[config.mk]
export PLATFORM = sky130hd
export DESIGN_NAME = multicycle_ctrl_fsm
export DESIGN_NICKNAME = d
export VERILOG_FILES = /design/src/rtl/mips_ctrl_pkg.sv /design/src/rtl/multicycle_ctrl_fsm.sv
export SDC_FILE = /design/constraint.sdc
export NUM_CORES = 1
export LEC_CHECK = 0
export CORE_MARGIN = 5
export CORE_UTILIZATION = 34
export DETAILED_ROUTE_END_ITERATION = 6
export GPL_TIMING_DRIVEN = 0
export PLACE_DENSITY = 0.79
export SYNTH_ARGS = -nofsm -noshare
export SYNTH_HDL_FRONTEND = slang
export SYNTH_SLANG_ARGS = --single-unit
[constraint.sdc]
create_clock -name clk -period 1.27 [get_ports clk]
set_input_delay 0.3175 -clock clk [delete_from_list [all_inputs] [get_ports clk]]
set_output_delay 0.3175 -clock clk [all_outputs]
set_load 0.01 [all_outputs]
[src/rtl/mips_ctrl_pkg.sv]
// Shared encodings for the multicycle MIPS control path:
// state codes, opcodes and datapath mux/ALU selects.
package mips_ctrl_pkg;

  localparam int STATE_W = 4;

  typedef enum logic [STATE_W-1:0] {
    S_FETCH  = 4'd0,
    S_DECODE = 4'd1,
    S_MEMADR = 4'd2,
    S_MEMRD  = 4'd3,
    S_MEMWB  = 4'd4,
    S_MEMWR  = 4'd5,
    S_EXEC   = 4'd6,
    S_ALUWB  = 4'd7,
    S_BRANCH = 4'd8,
    S_IMMEX  = 4'd9,
    S_IMMWB  = 4'd10,
    S_JUMP   = 4'd11,
    S_TRAP   = 4'd12
  } state_t;

  localparam logic [5:0] OP_RTYPE = 6'b000000;
  localparam logic [5:0] OP_LW    = 6'b100011;
  localparam logic [5:0] OP_SW    = 6'b101011;
  localparam logic [5:0] OP_BEQ   = 6'b000100;
  localparam logic [5:0] OP_BNE   = 6'b000101;
  localparam logic [5:0] OP_ADDI  = 6'b001000;
  localparam logic [5:0] OP_ANDI  = 6'b001100;
  localparam logic [5:0] OP_ORI   = 6'b001101;
  localparam logic [5:0] OP_SLTI  = 6'b001010;
  localparam logic [5:0] OP_J     = 6'b000010;

  localparam logic [2:0] ALU_ADD   = 3'b000;
  localparam logic [2:0] ALU_SUB   = 3'b001;
  localparam logic [2:0] ALU_FUNCT = 3'b010;
  localparam logic [2:0] ALU_AND   = 3'b011;
  localparam logic [2:0] ALU_OR    = 3'b100;
  localparam logic [2:0] ALU_SLT   = 3'b101;

  localparam logic [1:0] SRCB_REG   = 2'b00;
  localparam logic [1:0] SRCB_FOUR  = 2'b01;
  localparam logic [1:0] SRCB_IMM   = 2'b10;
  localparam logic [1:0] SRCB_BROFF = 2'b11;

  localparam logic [1:0] PC_INC = 2'b00;
  localparam logic [1:0] PC_BR  = 2'b01;
  localparam logic [1:0] PC_JMP = 2'b10;

  function automatic logic [2:0] imm_aluop(input logic [5:0] op);
    case (op)
      OP_ANDI: return ALU_AND;
      OP_ORI:  return ALU_OR;
      OP_SLTI: return ALU_SLT;
      default: return ALU_ADD;
    endcase
  endfunction

endpackage

[src/rtl/multicycle_ctrl_fsm.sv]
// Moore control FSM for a multicycle MIPS datapath with
// optional extension opcodes and memory handshake.
module multicycle_ctrl_fsm
  import mips_ctrl_pkg::*;
#(
  parameter int unsigned EXT_OPS   = 1,
  parameter int unsigned MEM_WAIT  = 0,
  parameter int unsigned TRAP_HALT = 1
) (
  input  logic       clk,
  input  logic       reset_n,
  input  logic [5:0] op,
  input  logic       mem_ready,
  output logic       iord,
  output logic       irwrite,
  output logic       memwrite,
  output logic       memtoreg,
  output logic       regwrite,
  output logic       regdst,
  output logic       alusrca,
  output logic       branch,
  output logic       branch_ne,
  output logic       pcwrite,
  output logic       memreq,
  output logic [1:0] alusrcb,
  output logic [1:0] pcsrc,
  output logic [2:0] aluop,
  output logic       illegal,
  output logic [3:0] state_o
);

  state_t state;
  state_t next;
  state_t dec_next;
  logic   ready;
  logic   ext_en;
  logic   is_bne;

  assign ready   = (MEM_WAIT == 0) || mem_ready;
  assign ext_en  = (EXT_OPS != 0);
  assign is_bne  = ext_en && (op == OP_BNE);
  assign state_o = state;

  always_ff @(posedge clk or negedge reset_n) begin
    if (!reset_n) state <= S_FETCH;
    else          state <= next;
  end

  always_comb begin
    dec_next = S_TRAP;
    unique case (1'b1)
      op == OP_RTYPE:
        dec_next = S_EXEC;
      op == OP_LW,
      op == OP_SW:
        dec_next = S_MEMADR;
      op == OP_BEQ,
      is_bne:
        dec_next = S_BRANCH;
      op == OP_ADDI,
      ext_en && (op == OP_ANDI),
      ext_en && (op == OP_ORI),
      ext_en && (op == OP_SLTI):
        dec_next = S_IMMEX;
      op == OP_J:
        dec_next = S_JUMP;
      default: ;
    endcase
  end

  always_comb begin
    next = S_TRAP;
    case (state)
      S_FETCH:  next = ready ? S_DECODE : S_FETCH;
      S_DECODE: next = dec_next;
      S_MEMADR: next = (op == OP_SW) ? S_MEMWR : S_MEMRD;
      S_MEMRD:  next = ready ? S_MEMWB : S_MEMRD;
      S_MEMWR:  next = ready ? S_FETCH : S_MEMWR;
      S_EXEC:   next = S_ALUWB;
      S_IMMEX:  next = S_IMMWB;
      S_MEMWB,
      S_ALUWB,
      S_IMMWB,
      S_BRANCH,
      S_JUMP:   next = S_FETCH;
      S_TRAP:   next = (TRAP_HALT != 0) ? S_TRAP : S_FETCH;
      default:  next = S_TRAP;
    endcase
  end

  always_comb begin
    iord      = 1'b0;
    irwrite   = 1'b0;
    memwrite  = 1'b0;
    memtoreg  = 1'b0;
    regwrite  = 1'b0;
    regdst    = 1'b0;
    alusrca   = 1'b0;
    branch    = 1'b0;
    branch_ne = 1'b0;
    pcwrite   = 1'b0;
    memreq    = 1'b0;
    alusrcb   = SRCB_REG;
    pcsrc     = PC_INC;
    aluop     = ALU_ADD;
    illegal   = 1'b0;
    case (state)
      S_FETCH: begin
        // IR/PC commit only on the cycle the fetch completes
        memreq  = 1'b1;
        alusrcb = SRCB_FOUR;
        irwrite = ready;
        pcwrite = ready;
      end
      S_DECODE: alusrcb = SRCB_BROFF;
      S_MEMADR: begin
        alusrca = 1'b1;
        alusrcb = SRCB_IMM;
      end
      S_MEMRD: begin
        iord   = 1'b1;
        memreq = 1'b1;
      end
      S_MEMWB: begin
        memtoreg = 1'b1;
        regwrite = 1'b1;
      end
      S_MEMWR: begin
        iord     = 1'b1;
        memreq   = 1'b1;
        memwrite = 1'b1;
      end
      S_EXEC: begin
        alusrca = 1'b1;
        aluop   = ALU_FUNCT;
      end
      S_ALUWB: begin
        regdst   = 1'b1;
        regwrite = 1'b1;
      end
      S_BRANCH: begin
        alusrca   = 1'b1;
        aluop     = ALU_SUB;
        pcsrc     = PC_BR;
        branch    = !is_bne;
        branch_ne = is_bne;
      end
      S_IMMEX: begin
        alusrca = 1'b1;
        alusrcb = SRCB_IMM;
        aluop   = imm_aluop(op);
      end
      S_IMMWB: regwrite = 1'b1;
      S_JUMP: begin
        pcsrc   = PC_JMP;
        pcwrite = 1'b1;
      end
      S_TRAP:  illegal = 1'b1;
      default: ;
    endcase
  end

endmodule

==> flow_metrics.py <==
metrics = {
    "yosys": {
        "synth.most_common_cell": "nor2_1",
        "synth_ff_type": "dfrtp_1",
        "synth-edff-count": 0,
        "netlist_top_cells_area": "dfrtp_1, nor3_1, nor2_1, nor4_1, buf_2",
        "seq_area_frac_synth_pct": 17.5,
        "synth_cells": 80,
        "synth_top_area_cell": "dfrtp_1",
        "avgSynthCellArea_um2": 7.15,
        "synthDominantCellAreaShare_pct": 17.5,
        "ys_async_sr_fraction_pct": 100,
        "synth_cell_types": 37,
        "syn_nets": 89,
        "synth_commonest_cells": "nor2_1, nor3_1, buf_2, nor4_1",
        "synth_area_um2": 572,
        "synth_seq_cells": 4,
        "yosys_warnings": 0,
    },
    "pwr": {
        "sw_frac_of_total_pct": 45.4,
        "p_leak_nw": 0.615,
        "power_density_mw_per_mm2": 2770,
        "comb_power_share_pct": 87.3,
        "design_power_total_mw": 3.91,
        "peakVddDrop_mv": 1.88,
        "clock_power_share_pct": 4.7,
        "power_switching_mw": 1.78,
        "p_int_mw": 2.13,
        "p_seq_share_pct": 7.9,
    },
    "global_route": {
        "grt_first_pass_wirelength_um": 3640,
        "grt_start_max_net_pins": 11,
        "antenna_found_initial": 0,
        "grt_pass1_vias": 800,
        "grt_use_total_pct": 18.2,
        "grt-ovfl-total": 0,
    },
    "drt": {
        "firstDrtPassIters": 4,
        "route.detailed.drc": 0,
        "wl_per_cell_um": 21.6,
        "vias": 943,
        "drtIter0Drc": 35,
        "viasPerCell": 6.20,
        "ant_nets": 0,
        "wirelength_um": 3280,
    },
    "finish": {
        "syn2layout_area_growth_pct": 147,
        "num-fill-cells": 56,
        "drive_gt1_share_pct": 76.5,
        "multi_input_area_um2": 686,
        "largest_reg_flops": 4,
        "utilization_pct": 90.4,
        "regArea_um2": 104,
        "nets": 146,
        "diodes": 0,
    },
    "setup_path": {
        "start_kind": "flip-flop",
        "end_kind": "output pin",
        "arrival_ns": 1.52,
        "cpPeakStageDelay_ns": 0.38,
        "crit_fanout": 9,
        "r2r_slack_ns": -0.31,
        "slowest_stage": "dfrtp_1",
        "crit_chain": "buf_6 -> clkbuf_16 -> and3_1 -> nor2_1 -> nor2_2 -> buf_2",
        "required_ns": 0.95,
        "crit_type": "reg2out",
    },
    "sta": {
        "drv_slew": 0,
        "fin_hold_ws_ns": 0.273,
        "skew_ns": 0.00132,
        "fin_crit_ns": 1.84,
        "hold_viol": 0,
        "max_freq_mhz": 544,
        "grt_setup_unrepaired": "true",
        "worst_pin_slew_ns": 0.416,
        "setup_viol": 26,
        "slew_headroom_pct": 72.2,
        "fin_crit_sh_pct": 145,
        "worst_slack_ns": -0.569,
    },
    "die": {
        "start_util_pct": 36.7,
        "pin_count": 32,
        "die_width_um": 51.0,
        "coreArea_mm2": 0.00156,
        "row_count": 14,
        "fp.dieH_um": 51.0,
        "die_area_mm2": 0.00260,
    },
    "clock_tree": {
        "root_buffer": "clkbuf_4",
        "hold_buffers": 0,
        "cts_tree": "yes",
        "clock_latency_ns": 0.25,
        "clk_pin_slew_ns": 0.04,
        "cts_buffer_depth": 2,
        "htreeDepth": 1,
        "cts_made_buffers": 3,
        "cts.sinks": 4,
    },
    "status": {
        "status": "finished with violations",
        "violations": "setup timing",
    },
    "place": {
        "gp_congestion": 0.857,
        "dp_hpwl_um": 1520,
        "port_buffers": 26,
    },
    "worst_hold_path": {
        "hp-class": "in2async",
    },
    "run": {
        "cap_violations": 0,
    },
}
## worst paths after layout
| kind | cells past startpoint | from | endpoint |
|---|---|---|---|
| setup reg to reg | 6 | state_o[1] | state_o[0] |
| setup / recovery | 6 | state_o[1] | pcwrite |
| hold reg to reg | 2 | state_o[3] | state_o[3] |
| hold / removal | 1 | reset_n | state_o[3] |
| max in group asynchronous | 1 | reset_n | state_o[0] |
| min in group clk | 3 | op[0] | state_o[0] |
## power by group through the flow
| stage | clock network (mW) | logic, mW | registers [mW] |
|---|---|---|---|
| CTS | 0.179 | 2.40 | 0.263 |
| detailed placement | 0 | 2.08 | 0.260 |
| global route | 0.205 | 3.55 | 0.321 |
| floorplan | 0 | 1.27 | 0.279 |
| finish | 0.184 | 3.41 | 0.311 |
| global placement | 0 | 2.04 | 0.261 |
## cell usage in the layout (no fill, tap or decap), types with 2 or more instances in the layout
| cell | instances |
|---|---|
| and3_1 | 2 |
| buf_2 | 19 |
| buf_4 | 16 |
| buf_6 | 14 |
| buf_8 | 3 |
| clkbuf_1 | 2 |
| clkbuf_16 | 3 |
| clkbuf_4 | 3 |
| dfrtp_2 | 3 |
| dlygate4sd2_1 | 3 |
| nand2_4 | 3 |
| nand2b_4 | 3 |
| nand4b_1 | 2 |
| nor2_1 | 4 |
| nor2_2 | 5 |
| nor2b_1 | 2 |
| nor2b_4 | 2 |
| nor3_4 | 5 |
| nor4_1 | 2 |
| nor4_4 | 2 |
| o21ai_0 | 2 |
| o22ai_2 | 2 |
| or2_4 | 2 |
## metrics by stage
step / setup slack [ns] / TNS [ns] / instance area (um^2) / instances
2_1_floorplan: -0.165 / -1.64 / 716 / 80
3_3_place_gp: -0.951 / -13.76 / 996 / 122
3_5_place_dp: -0.980 / -14.18 / 996 / 122
4_1_cts: -0.455 / -7.44 / 1120 / 136
5_1_grt: -0.625 / -10.07 / 1410 / 152
6_report: -0.569 / -8.85 / 1410 / 152
## area by class of cell
class | count | share of cell area [%]
multi-input cells | 64 | 48.6
repair buffers | 52 | 30.6
plain buffers | 10 | 9.58
flip-flops and latches | 4 | 7.36
clock buffers | 4 | 1.86
well taps | 16 | 1.42
inverters | 2 | 0.532
## worst max-delay path, delay by kind of cell, from the launching register on
kind / cells / cell delay, ns
DFF: 1 / 0.38
and+or+nand+nor: 3 / 0.42
buffers and inverters: 3 / 0.47
## layer usage
| metal | wire, um | part of all wire, % | GRT usage (%) |
|---|---|---|---|
| met3 | 227 | 6.9 | 3.78 |
| met5 | 0 | 0 | 0 |
| met4 | 122 | 3.7 | 4.48 |
| met2 | 1640 | 50 | 36.3 |
| met1 | 1300 | 39 | 18.9 |
## timing repair
| item | CTS | global route |
|---|---|---|
| cloned | 0 | 2 |
| hold endpoints to repair | 0 | 0 |
| setup buffers | 10 | 14 |
| resized for setup | 116 | 35 |
| endpoints found under the setup margin | 27 | 23 |
| pin swaps | 7 | 8 |
## kinds of logic (layout without fill, tap and decap cells)
family                 Yosys count  count (layout)  synth area share (%)
XOR/XNOR                         2               2                  3.06
flip-flops                       4               4                  17.5
AO/OA/AOI/OAI                   18              18                  24.9
AND/OR/NAND/NOR                 43              43                  42.2
buffers and inverters           12              68                  10.5
multiplexers                     1               1                  1.75
Note: power is estimated with default switching activity, not from simulation.
